`config.mk`:
```
export PLATFORM = sky130hd
export DESIGN_NAME = axi_eth_tx_arbiter
export DESIGN_NICKNAME = d
export VERILOG_FILES = /design/src/rtl/axi_eth_tx_arbiter.sv
export SDC_FILE = /design/constraint.sdc
export NUM_CORES = 1
export LEC_CHECK = 0
export BUFFER_PORTS_ARGS = -buffer_cell sky130_fd_sc_hd__buf_2
export CORE_MARGIN = 2
export CORE_UTILIZATION = 37
export DETAILED_ROUTE_END_ITERATION = 10
export PLACE_DENSITY_LB_ADDON = 0.3
export SLEW_MARGIN = 25
export SYNTH_ARGS = -nofsm -noshare
export SYNTH_HDL_FRONTEND = slang
export SYNTH_SLANG_ARGS = --single-unit
```
`constraint.sdc`:
```
create_clock -name aclk -period 2.43 [get_ports aclk]
set_clock_uncertainty 0.05 [all_clocks]
set_input_delay 0.486 -clock aclk [delete_from_list [all_inputs] [get_ports aclk]]
set_output_delay 0.486 -clock aclk [all_outputs]
set_load 0.1 [all_outputs]
```
`src/rtl/axi_eth_tx_arbiter.sv`:
```
// axi_eth_tx_arbiter: two-source Ethernet TX arbiter emitting a control frame then the granted data frame; define AXI_ETH_TX_ARB_PRIO_EN for strict s0 priority instead of round-robin
module axi_eth_tx_arbiter #(
  parameter int          DATA_WIDTH = 32,
  parameter int          TXC_WORDS  = 6,
  parameter logic [31:0] TXC_FLAG   = 32'hA000_0000
) (
  input  logic                    aclk,
  input  logic                    areset,
  input  logic [DATA_WIDTH-1:0]   s0_axis_txd_tdata,
  input  logic [DATA_WIDTH/8-1:0] s0_axis_txd_tkeep,
  input  logic                    s0_axis_txd_tlast,
  input  logic                    s0_axis_txd_tvalid,
  output logic                    s0_axis_txd_tready,
  input  logic [DATA_WIDTH-1:0]   s1_axis_txd_tdata,
  input  logic [DATA_WIDTH/8-1:0] s1_axis_txd_tkeep,
  input  logic                    s1_axis_txd_tlast,
  input  logic                    s1_axis_txd_tvalid,
  output logic                    s1_axis_txd_tready,
  output logic [DATA_WIDTH-1:0]   m_axis_txc_tdata,
  output logic [DATA_WIDTH/8-1:0] m_axis_txc_tkeep,
  output logic                    m_axis_txc_tlast,
  output logic                    m_axis_txc_tvalid,
  input  logic                    m_axis_txc_tready,
  output logic [DATA_WIDTH-1:0]   m_axis_txd_tdata,
  output logic [DATA_WIDTH/8-1:0] m_axis_txd_tkeep,
  output logic                    m_axis_txd_tlast,
  output logic                    m_axis_txd_tvalid,
  input  logic                    m_axis_txd_tready,
  output logic                    busy,
  output logic                    grant,
  output logic [15:0]             frame_cnt
);
  typedef enum logic [1:0] {IDLE, CTRL, DATA} state_t;
  state_t                  state, state_nxt;
  logic [3:0]              beat;
  logic                    last_grant, pick, req, ctrl_hs, ctrl_end, data_end;
  logic                    src_tvalid, src_tlast;
  logic [DATA_WIDTH-1:0]   src_tdata;
  logic [DATA_WIDTH/8-1:0] src_tkeep;
  assign req = s0_axis_txd_tvalid | s1_axis_txd_tvalid;
`ifdef AXI_ETH_TX_ARB_PRIO_EN
  assign pick = !s0_axis_txd_tvalid;
`else
  assign pick = (s0_axis_txd_tvalid && s1_axis_txd_tvalid) ? !last_grant : s1_axis_txd_tvalid;
`endif
  // Select the source owning the current frame
  always_comb begin
    src_tdata  = grant ? s1_axis_txd_tdata  : s0_axis_txd_tdata;
    src_tkeep  = grant ? s1_axis_txd_tkeep  : s0_axis_txd_tkeep;
    src_tlast  = grant ? s1_axis_txd_tlast  : s0_axis_txd_tlast;
    src_tvalid = grant ? s1_axis_txd_tvalid : s0_axis_txd_tvalid;
  end
  // Next-state decode and all stream outputs; data path is a pure pass-through in DATA
  always_comb begin
    ctrl_hs            = state == CTRL && m_axis_txc_tready;
    ctrl_end           = ctrl_hs && beat == 4'(TXC_WORDS - 1);
    data_end           = state == DATA && src_tvalid && src_tlast && m_axis_txd_tready;
    state_nxt          = state == IDLE ? (req ? CTRL : IDLE) :
                         state == CTRL ? (ctrl_end ? DATA : CTRL) : (data_end ? IDLE : DATA);
    busy               = state != IDLE;
    m_axis_txc_tvalid  = state == CTRL;
    m_axis_txc_tdata   = m_axis_txc_tvalid && beat == 4'd0 ? DATA_WIDTH'(TXC_FLAG) : '0;
    m_axis_txc_tkeep   = {(DATA_WIDTH/8){m_axis_txc_tvalid}};
    m_axis_txc_tlast   = m_axis_txc_tvalid && beat == 4'(TXC_WORDS - 1);
    m_axis_txd_tvalid  = state == DATA && src_tvalid;
    m_axis_txd_tlast   = state == DATA && src_tlast;
    m_axis_txd_tdata   = state == DATA ? src_tdata : '0;
    m_axis_txd_tkeep   = state == DATA ? src_tkeep : '0;
    s0_axis_txd_tready = state == DATA && !grant && m_axis_txd_tready;
    s1_axis_txd_tready = state == DATA && grant && m_axis_txd_tready;
  end
  // State register
  always_ff @(posedge aclk or posedge areset)
    if (areset) state <= IDLE;
    else state <= state_nxt;
  // Control beat index, advanced only on accepted beats
  always_ff @(posedge aclk or posedge areset)
    if (areset) beat <= '0;
    else if (ctrl_end) beat <= '0;
    else if (ctrl_hs) beat <= beat + 4'd1;
  // Owner of the frame, decided once in IDLE and frozen until the frame ends
  always_ff @(posedge aclk or posedge areset)
    if (areset) grant <= 1'b0;
    else if (state == IDLE && req) grant <= pick;
  // Round-robin history and completed-frame count, updated on the final data beat
  always_ff @(posedge aclk or posedge areset)
    if (areset) begin
      last_grant <= 1'b1;
      frame_cnt  <= '0;
    end else if (data_end) begin
      last_grant <= grant;
      frame_cnt  <= frame_cnt + 16'd1;
    end
endmodule
```
==> results.md, run 1 <==
* Clock H-tree levels at 1
* CTS buffer count at 3
* Synth area leaders: dfrtp_1 (32%), a22o_1 (18%), buf_4 (15%)
* Area leader, netlist: dfrtp_1
* Setup ws final at 0.0912 ns
* Worst R2R Start: state[0]
* Clock transition at path regs at 0.08 ns
* Vias in the first global route at 1797
* Max-cap violations at 0
* Die width at 74.1 um
* Met2 Usage GRT at 0.357
* Antenna cells at 0
* Register area share after synthesis at 0.331
* Port bufs at 145
* GRT Max-Usage Layer: met2
* Die ar. at 5480 um^2
* Clock Tree Root: clkbuf_8
* Synth warn at 0
* Layout cells sized above 1 at 0.623
* Vias per inst at 4.88
* Commonest non-fill, non-tap cell in the layout: buf_2
* Tmin final at 2.34 ns
* Hpwl dp at 5150 um
* Slowest stage delay, CP at 0.42 ns
* # nets final at 419
* Routed wire length at 6050 um
* Worst r2r path cells at 4
* Synthesized instance count at 193
* LEAKAGE at 0.00180 uW
* Area Growth Syn to Fin at 89.1%
* Slew Limit Headroom at 0.586
* Count of final setup violators at 0
* GRT Total Usage at 0.206
* Yosys cell types at 34
* Syn Area/Cell at 9.41 um^2
* # DRC at 0
* R2r setup slk at 0.34 ns
* Synth top area share at 0.317
* Delay-heaviest family, CP: simple AND/OR/NAND/NOR gates
* Clock buffer depth at 2
* Ports at 176
* Crit path DAT at 1.80 ns
* Initial antenna violation count at 0
* Min-Delay Path Class: in -> async
* Placed cell area at 3360 um^2
* Wire per inst at 15.1 um
* Dpl ws at 0.277 ns
* Final Power at 4720 uW
* DR iter-0 viols at 71
* First-pass GRT wire length at 8820 um
* CP max-delay cell: dfrtp_1
* Tcrit/Tclk final at 0.962
* Core area at 4720 um^2
* GR Util met3 at 0.0501
* Critical path buffers and inverters at 2
* TritonCTS clock tree: yes
* Synthesized area at 1820 um^2
* Worst vdd rail ir drop at 1.67 mV
* PD cells at 1370 nW/um^2
* GRT Residual Overflow at 0
* Placer Congestion at 0.755
* M1 GR Usage at 0.266
* Crit Path Class: reg -> out
* DR vias at 1956
* Slew Viols, Final at 0
* Setup crit end: m_axis_txd_tdata[15]
* Largest net degree at the start of global routing at 37
* Final hold vios at 0
* Worst path depth at 5
* Slew @ Worst Pin at 0.603 ns
* DRT Pass-1 Iters at 4
* Fmax at 428 MHz
* CTS sink count at 24
* CP startpoint: state[0]
* Crit-path cells: nand2b_2 -> nor2_4 -> buf_4 -> a22o_4 -> buf_12
* Worst-skew pair later-pin latency at 0.27 ns
* Hold Buf Count CTS at 0
* Status: completed
* DIE HEIGHT at 74.1 um
* Required time worst endpoint at 1.89 ns
* Final ANT Viol Nets at 0
* Critical Path Source Type: flip-flop
* Critical-path maximum fanout at 11
* Reg2Reg Capture Point: frame_cnt[1]
* CP Capture Type: output port
* Cell Rows at 25
* Commonest non-fill, non-tap cells in the layout: buf_2 (109), buf_12 (38), a22o_4 (30), conb_1 (30), dfrtp_1 (22)
* Number of synthesized register bits at 24
* Fin area at 3430 um^2
* Starting Density at 0.384
flip-flops by register name (all words and copies together), names as in the netlist:
| register | cells |
|---|---|
| grant | 1 |
| state | 2 |
| last_grant | 1 |
| beat | 4 |
| frame_cnt | 16 |
metrics by stage:
stage,utilization,setup TNS (ns),cells,hold WS (ns)
6_report,0.727,0,401,0.108
5_1_grt,0.727,-0.0138,401,0.123
4_1_cts,0.723,0,399,0.113
3_5_place_dp,0.712,0,395,0.407
3_3_place_gp,0.712,0,395,0.401
2_1_floorplan,-,-0.418,222,0.391
routing by layer:
metal	vias to the layer above	share of wire
met4	0	0.0076
met5	-	0
met3	5	0.076
met1	939	0.39
li1	918	-
met2	94	0.52
kinds of logic after synthesis:
kind of cell               Yosys count  share of synthesized area
muxes                                4                     0.0255
adders and majority gates            4                     0.0276
other                                1                    0.00207
DFF                                 24                      0.331
and+or+nand+nor                     47                      0.151
AOI/OAI and AO/OA                   45                      0.203
buffers and inverters               53                      0.187
xor gates and xnor gates            15                     0.0724
how the worst min path moves through the flow:
stage,start,to,slack (ns),depth (start not counted)
floorplan,last_grant,last_grant,0.39,2
global placement,areset,beat[1],0.40,2
detailed placement,areset,beat[0],0.41,2
CTS,areset,beat[1],0.11,2
global route,areset,beat[0],0.12,2
finish,areset,beat[3],0.11,2
report_power, final:
| group | switching [uW] | internal (uW) | leakage [uW] |
|---|---|---|---|
| combinational | 2720 | 1130 | 0.00146 |
| clock | 123 | 145 | 0.0000288 |
| sequential | 115 | 489 | 0.000315 |
repair_timing:
action	CTS	global route
gates resized for setup	0	1
buffers inserted	0	2
endpoints found under the setup margin	0	38
cells in the mapped netlist:
master / number
a22o_1: 37
clkbuf_1: 7
ha_1: 4
a311oi_1: 1
nor2_1: 9
inv_1: 7
mux2_2: 1
nor4b_1: 1
nand3_1: 9
nor3_1: 3
xnor2_1: 13
buf_2: 1
nand4_1: 4
mux2_4: 1
mux2i_1: 2
buf_4: 37
dfrtp_1: 23
nand2b_1: 3
nand3b_1: 1
nor4_2: 1
nor4_4: 1
a21oi_1: 1
inv_2: 1
and3_1: 3
and3b_1: 1
a31oi_1: 1
o21ai_0: 3
xor2_1: 2
conb_1: 1
nand2_1: 7
dfstp_2: 1
or4_1: 2
o21ai_1: 2
and4_1: 2
area by class of cell:
| type | instances | area (um^2) |
|---|---|---|
| timing repair buffer | 153 | 1350 |
| multi-input combinational | 145 | 1310 |
| fill | 351 | 1290 |
| sequential | 24 | 606 |
| tap | 67 | 83.8 |
| clock buffer | 4 | 55.1 |
| inverter | 8 | 30.0 |
Power figures use the tool's default switching activity.
==> run 2: changes to the inputs <==
--- a/config.mk
+++ b/config.mk
@@ -5,9 +5,10 @@
 export SDC_FILE = /design/constraint.sdc
 export NUM_CORES = 1
 export LEC_CHECK = 0
+export ABC_AREA = 1
 export BUFFER_PORTS_ARGS = -buffer_cell sky130_fd_sc_hd__buf_2
 export CORE_MARGIN = 2
-export CORE_UTILIZATION = 37
+export CORE_UTILIZATION = 40
 export DETAILED_ROUTE_END_ITERATION = 10
 export PLACE_DENSITY_LB_ADDON = 0.3
 export SLEW_MARGIN = 25
==> results.md, run 2 <==
* Yosys cell types at 29
* Commonest non-fill, non-tap cell in the layout: nand2_1
* LEAKAGE at 0.00185 uW
* Initial antenna violation count at 1
* Slew Viols, Final at 0
* Setup Buffers After CTS at 0
* Biggest regs: frame_cnt x16, beat x4, state x2
* Worst-skew pair later-pin latency at 0.27 ns
* CP Capture Type: output port
* DR vias at 2657
* Largest net degree at the start of global routing at 41
* Synth top area share at 0.260
* Placed cell area at 3860 um^2
* Register area share after synthesis at 0.272
* CTS buffer count at 3
* Area Growth Syn to Fin at 78.0%
* Port bufs at 145
* Worst vdd rail ir drop at 0.988 mV
* Area leader, netlist: dfrtp_1
* Ports at 176
* Wire per inst at 13.4 um
* Number of synthesized register bits at 24
* Hpwl dp at 6080 um
* Top FF cell, synth: dfrtp_1
* DIE HEIGHT at 78.4 um
* DR iter-0 viols at 71
* Routed wire length at 7470 um
* GRT Total Usage at 0.238
* First-pass GRT wire length at 12000 um
* Required time worst endpoint at 1.89 ns
* Syn Area/Cell at 6.28 um^2
* Die ar. at 6140 um^2
* Vias in the first global route at 2509
* Status: completed
* DRT Pass-1 Iters at 7
* Setup TNS at 0 ns
* Clock H-tree levels at 1
* TritonCTS clock tree: yes
* Synth area leaders: dfrtp_1 (26%), nand2_1 (23%), buf_4 (12%)
* CTS sink count at 24
* Tmin final at 2.28 ns
* FILL cells at 428
* Vias per inst at 4.75
* Count of final setup violators at 0
* Cts repair resizes at 0
* Number of synthesized flops with an enable pin at 0
* Critical-path maximum fanout at 18
* Cell Rows at 27
* GRT Residual Overflow at 0
* Starting Density at 0.407
* PD cells at 1450 nW/um^2
* Crit Path Class: reg -> out
* RSZ-0062 raised after global routing: no
* Setup ws final at 0.150 ns
* # nets final at 571
* Tcrit/Tclk final at 0.938
* Die width at 78.4 um
* Max-cap violations at 0
* Top reg by flops: frame_cnt
* Fin area at 3940 um^2
* Final hold vios at 0
* Synthesized area at 2210 um^2
* Synthesized instance count at 352
* Clock transition at path regs at 0.09 ns
* Placer Congestion at 0.844
* Post-synth top cells: nand2_1 (138), a21oi_1 (38), buf_4 (35)
* Dpl ws at 0.452 ns
* Hold Buf Count CTS at 0
* Critical Path Source Type: flip-flop
* Final ANT Viol Nets at 0
* Commonest non-fill, non-tap cells in the layout: nand2_1 (138), buf_2 (105), buf_12 (41), a21oi_4 (30), conb_1 (30)
* Clock buffer depth at 2
* Most frequent cell after synthesis: nand2_1
* Min-Delay Path Class: in -> async
* Crit path DAT at 1.74 ns
* Async set-reset flop share out of synthesis at 1.00
* Layout cells sized above 1 at 0.434
* Core area at 5440 um^2
* Clock Tree Root: clkbuf_8
* Synth warn at 0
* Fmax at 439 MHz
* # DRC at 0
* Max FFs per register at 16
==> run 2: final timing paths <==
path / startpoint / cells after the start / end / slack (ns)
max in group asynchronous: areset / 3 / last_grant / 1.85
min in group aclk: last_grant / 2 / last_grant / 0.43
min: areset / 3 / beat[0] / 0.19
min reg2reg: last_grant / 2 / last_grant / 0.43
max: grant / 5 / m_axis_txd_tdata[5] / 0.15
max reg2reg: grant / 6 / frame_cnt[0] / 0.51
==> run 2: worst max-delay path, stage by stage, from the launching register on <==
cell	delay, ns
dfrtp_4	0.48
inv_2	0.21
buf_4	0.27
nand2_1	0.13
a21oi_4	0.18
buf_12	0.19
==> run 2: power by group <==
part | internal (uW) | switching, uW | total, uW
clock | 220 | 133 | 354
sequential | 500 | 99.7 | 600
combinational | 1230 | 3540 | 4770
==> run 2: metrics by stage <==
| stage | instances | hold slack [ns] | util | power, uW |
|---|---|---|---|---|
| floorplan | 381 | 0.404 | - | 4250 |
| global placement | 554 | 0.412 | 0.710 | 5330 |
| detailed placement | 554 | 0.420 | 0.710 | 5390 |
| CTS | 558 | 0.199 | 0.723 | 5760 |
| global route | 559 | 0.238 | 0.724 | 5940 |
| finish | 559 | 0.193 | 0.724 | 5730 |
==> run 2: routing by layer <==
layer | vias to the layer above | GRT usage | wire, um
met5 | - | 0 | 0
met4 | 0 | 0.0526 | 89
met3 | 10 | 0.0402 | 425
met2 | 92 | 0.447 | 4070
met1 | 1237 | 0.283 | 2890
li1 | 1318 | - | -
==> run 2: cell families (layout without fill, tap and decap cells) <==
logic type                 count (synthesis)  in the layout  share of synthesized area
and+or+nand+nor                          191            191                      0.365
buffers and inverters                     78            183                      0.204
AOI/OAI and AO/OA                         50             50                      0.116
DFF                                       24             24                      0.272
adders and majority gates                  4              4                     0.0226
xor gates and xnor gates                   4              4                     0.0192
other                                      1             31                    0.00170
==> run 2: layout make-up <==
| type | instances | area [um^2] | area share |
|---|---|---|---|
| Clock buffer | 3 | 41.3 | 0.0105 |
| Clock inverter | 1 | 30.0 | 0.00763 |
| Antenna cell | 1 | 2.50 | 0.000636 |
| Inverter | 28 | 106 | 0.0270 |
| Multi-Input combinational cell | 279 | 1680 | 0.426 |
| Tap cell | 72 | 90.1 | 0.0229 |
| Timing Repair Buffer | 151 | 1380 | 0.351 |
| Sequential cell | 24 | 606 | 0.154 |
==> run 3: changes to the inputs <==
--- a/config.mk
+++ b/config.mk
@@ -11,6 +11,7 @@
 export CORE_UTILIZATION = 40
 export DETAILED_ROUTE_END_ITERATION = 10
 export PLACE_DENSITY_LB_ADDON = 0.3
+export SETUP_SLACK_MARGIN = 0.3
 export SLEW_MARGIN = 25
 export SYNTH_ARGS = -nofsm -noshare
 export SYNTH_HDL_FRONTEND = slang
==> constraint.sdc (replaced) <==
create_clock -name aclk -period 2.43 [get_ports aclk]
set_clock_uncertainty 0.05 [all_clocks]
set_input_delay 0.486 -clock aclk [delete_from_list [all_inputs] [get_ports aclk]]
set_output_delay 0.486 -clock aclk [all_outputs]
set_load 0.02 [all_outputs]
==> results.md, run 3 (synthesis results as in run 2) <==
* Status: completed
* Slew Limit Headroom at 0.638
* Routed wire length at 6510 um
* Port bufs at 145
* Slew @ Worst Pin at 0.542 ns
* Worst vdd rail ir drop at 0.577 mV
* Largest net degree at the start of global routing at 42
* GRT Total Usage at 0.203
* Power share of the clock group at 0.138
* TritonCTS clock tree: yes
* Gate power share at 0.636
* PD cells at 897 nW/um^2
* RSZ-0062 raised after global routing: no
* Biggest regs: frame_cnt x16, beat x4, state x2
* Clock Tree Root: clkbuf_8
* Sw power at 1380 uW
* Crit Path Class: reg -> out
* Tmin final at 2.04 ns
* Clock H-tree levels at 1
* Die ar. at 6140 um^2
* Die width at 78.4 um
* Max FFs per register at 16
* Ports at 176
* DR iter-0 viols at 62
* Starting Density at 0.407
* Wire per inst at 11.7 um
* Critical-path maximum fanout at 40
* Layout cells sized above 1 at 0.342
* Final ANT Viol Nets at 0
* Cts repair resizes at 2
* Vias in the first global route at 2280
* Critical Path Source Type: flip-flop
* Worst R2R Start: grant
* Vias per inst at 4.64
* Hpwl dp at 5160 um
* DIE HEIGHT at 78.4 um
* Hold Buf Count CTS at 0
* FILL cells at 563
* Setup TNS at 0 ns
* Count of final setup violators at 0
* # nets final at 568
* Pint at 1240 uW
* Required time worst endpoint at 1.89 ns
* GRT Residual Overflow at 0
* Reg2Reg Capture Point: frame_cnt[14]
* Placer Congestion at 0.822
* Commonest non-fill, non-tap cell in the layout: buf_2
* LEAKAGE at 0.00169 uW
* Cell Rows at 27
* CP Capture Type: output port
* Core area at 5440 um^2
* Antenna cells at 0
* Cell total after placement at 551
* Commonest non-fill, non-tap cells in the layout: buf_2 (144), nand2_1 (138), a21oi_1 (37), conb_1 (30)
* Slew Viols, Final at 0
* Tcrit/Tclk final at 0.839
* R2r setup slk at 0.63 ns
* First-pass GRT wire length at 10200 um
* Final hold vios at 0
* Crit path DAT at 1.50 ns
* Worst r2r path cells at 7
* Setup Buffers After CTS at 0
* Seq pwr share at 0.225
* Final non-filler cell total at 555
* Min-Delay Path Class: in -> async
* DRT Pass-1 Iters at 5
* Area Growth Syn to Fin at 32.1%
* Max-cap violations at 0
* Top reg by flops: frame_cnt
* DR vias at 2574
* Initial antenna violation count at 0
* Fmax at 491 MHz
* # DRC at 0
* CTS sink count at 24
* Clock transition at path regs at 0.09 ns
* Worst-skew pair later-pin latency at 0.28 ns
* Switching share of total power at 0.527
* Clock buffer depth at 2
* CTS buffer count at 3
run 3: how the worst max path moves through the flow:
stage                  start                    to  cells after the start
CTS                 state[1]   m_axis_txd_tdata[3]                      6
global placement       grant   m_axis_txd_tdata[3]                      4
floorplan              grant    s1_axis_txd_tready                      4
global route        state[1]  m_axis_txd_tdata[15]                      6
detailed placement     grant   m_axis_txd_tdata[3]                      4
finish                 grant   m_axis_txd_tkeep[3]                      4
run 3: worst max-delay path, stage by stage, from the launching register on:
cell,delay [ns]
dfrtp_1,0.45
buf_8,0.27
nand2_1,0.12
a21oi_1,0.20
buf_2,0.19
run 3: area by class of cell:
type	count	area, um^2	area share
clock buffers	3	41.3	0.0141
clock inverters	1	30.0	0.0103
inverters	28	110	0.0377
multi-input cells	279	1280	0.437
flip-flops and latches	24	602	0.206
well taps	72	90.1	0.0308
repair buffers	148	771	0.264
run 3: power groups by stage:
stage          combinational (uW)  sequential (uW)  clock, uW
6_report                     1670              591        363
5_1_grt                      1850              606        384
4_1_cts                      1680              588        368
3_5_place_dp                 1670              591          0
3_3_place_gp                 1630              588          0
2_1_floorplan                1220              628          0
run 3: per-stage QoR:
step                      utilization  cell area (um^2)  hold WS, ns  worst slack (ns)  total power [uW]
after global placement          0.521              2830        0.412             0.536              2220
after CTS                       0.535              2910        0.193             0.362              2630
after detailed placement        0.521              2830        0.415             0.507              2260
after global routing            0.537              2920        0.222             0.309              2840
after floorplan                     -              2330        0.404             0.476              1850
final                           0.537              2920        0.180             0.392              2620
run 3: routing by layer:
layer  share of wire  GRT usage  up-vias
met4           0.012     0.0509        0
met3           0.053     0.0264        7
met5               0          0        -
li1                -          -     1310
met2            0.52      0.384       80
met1            0.42      0.242     1177
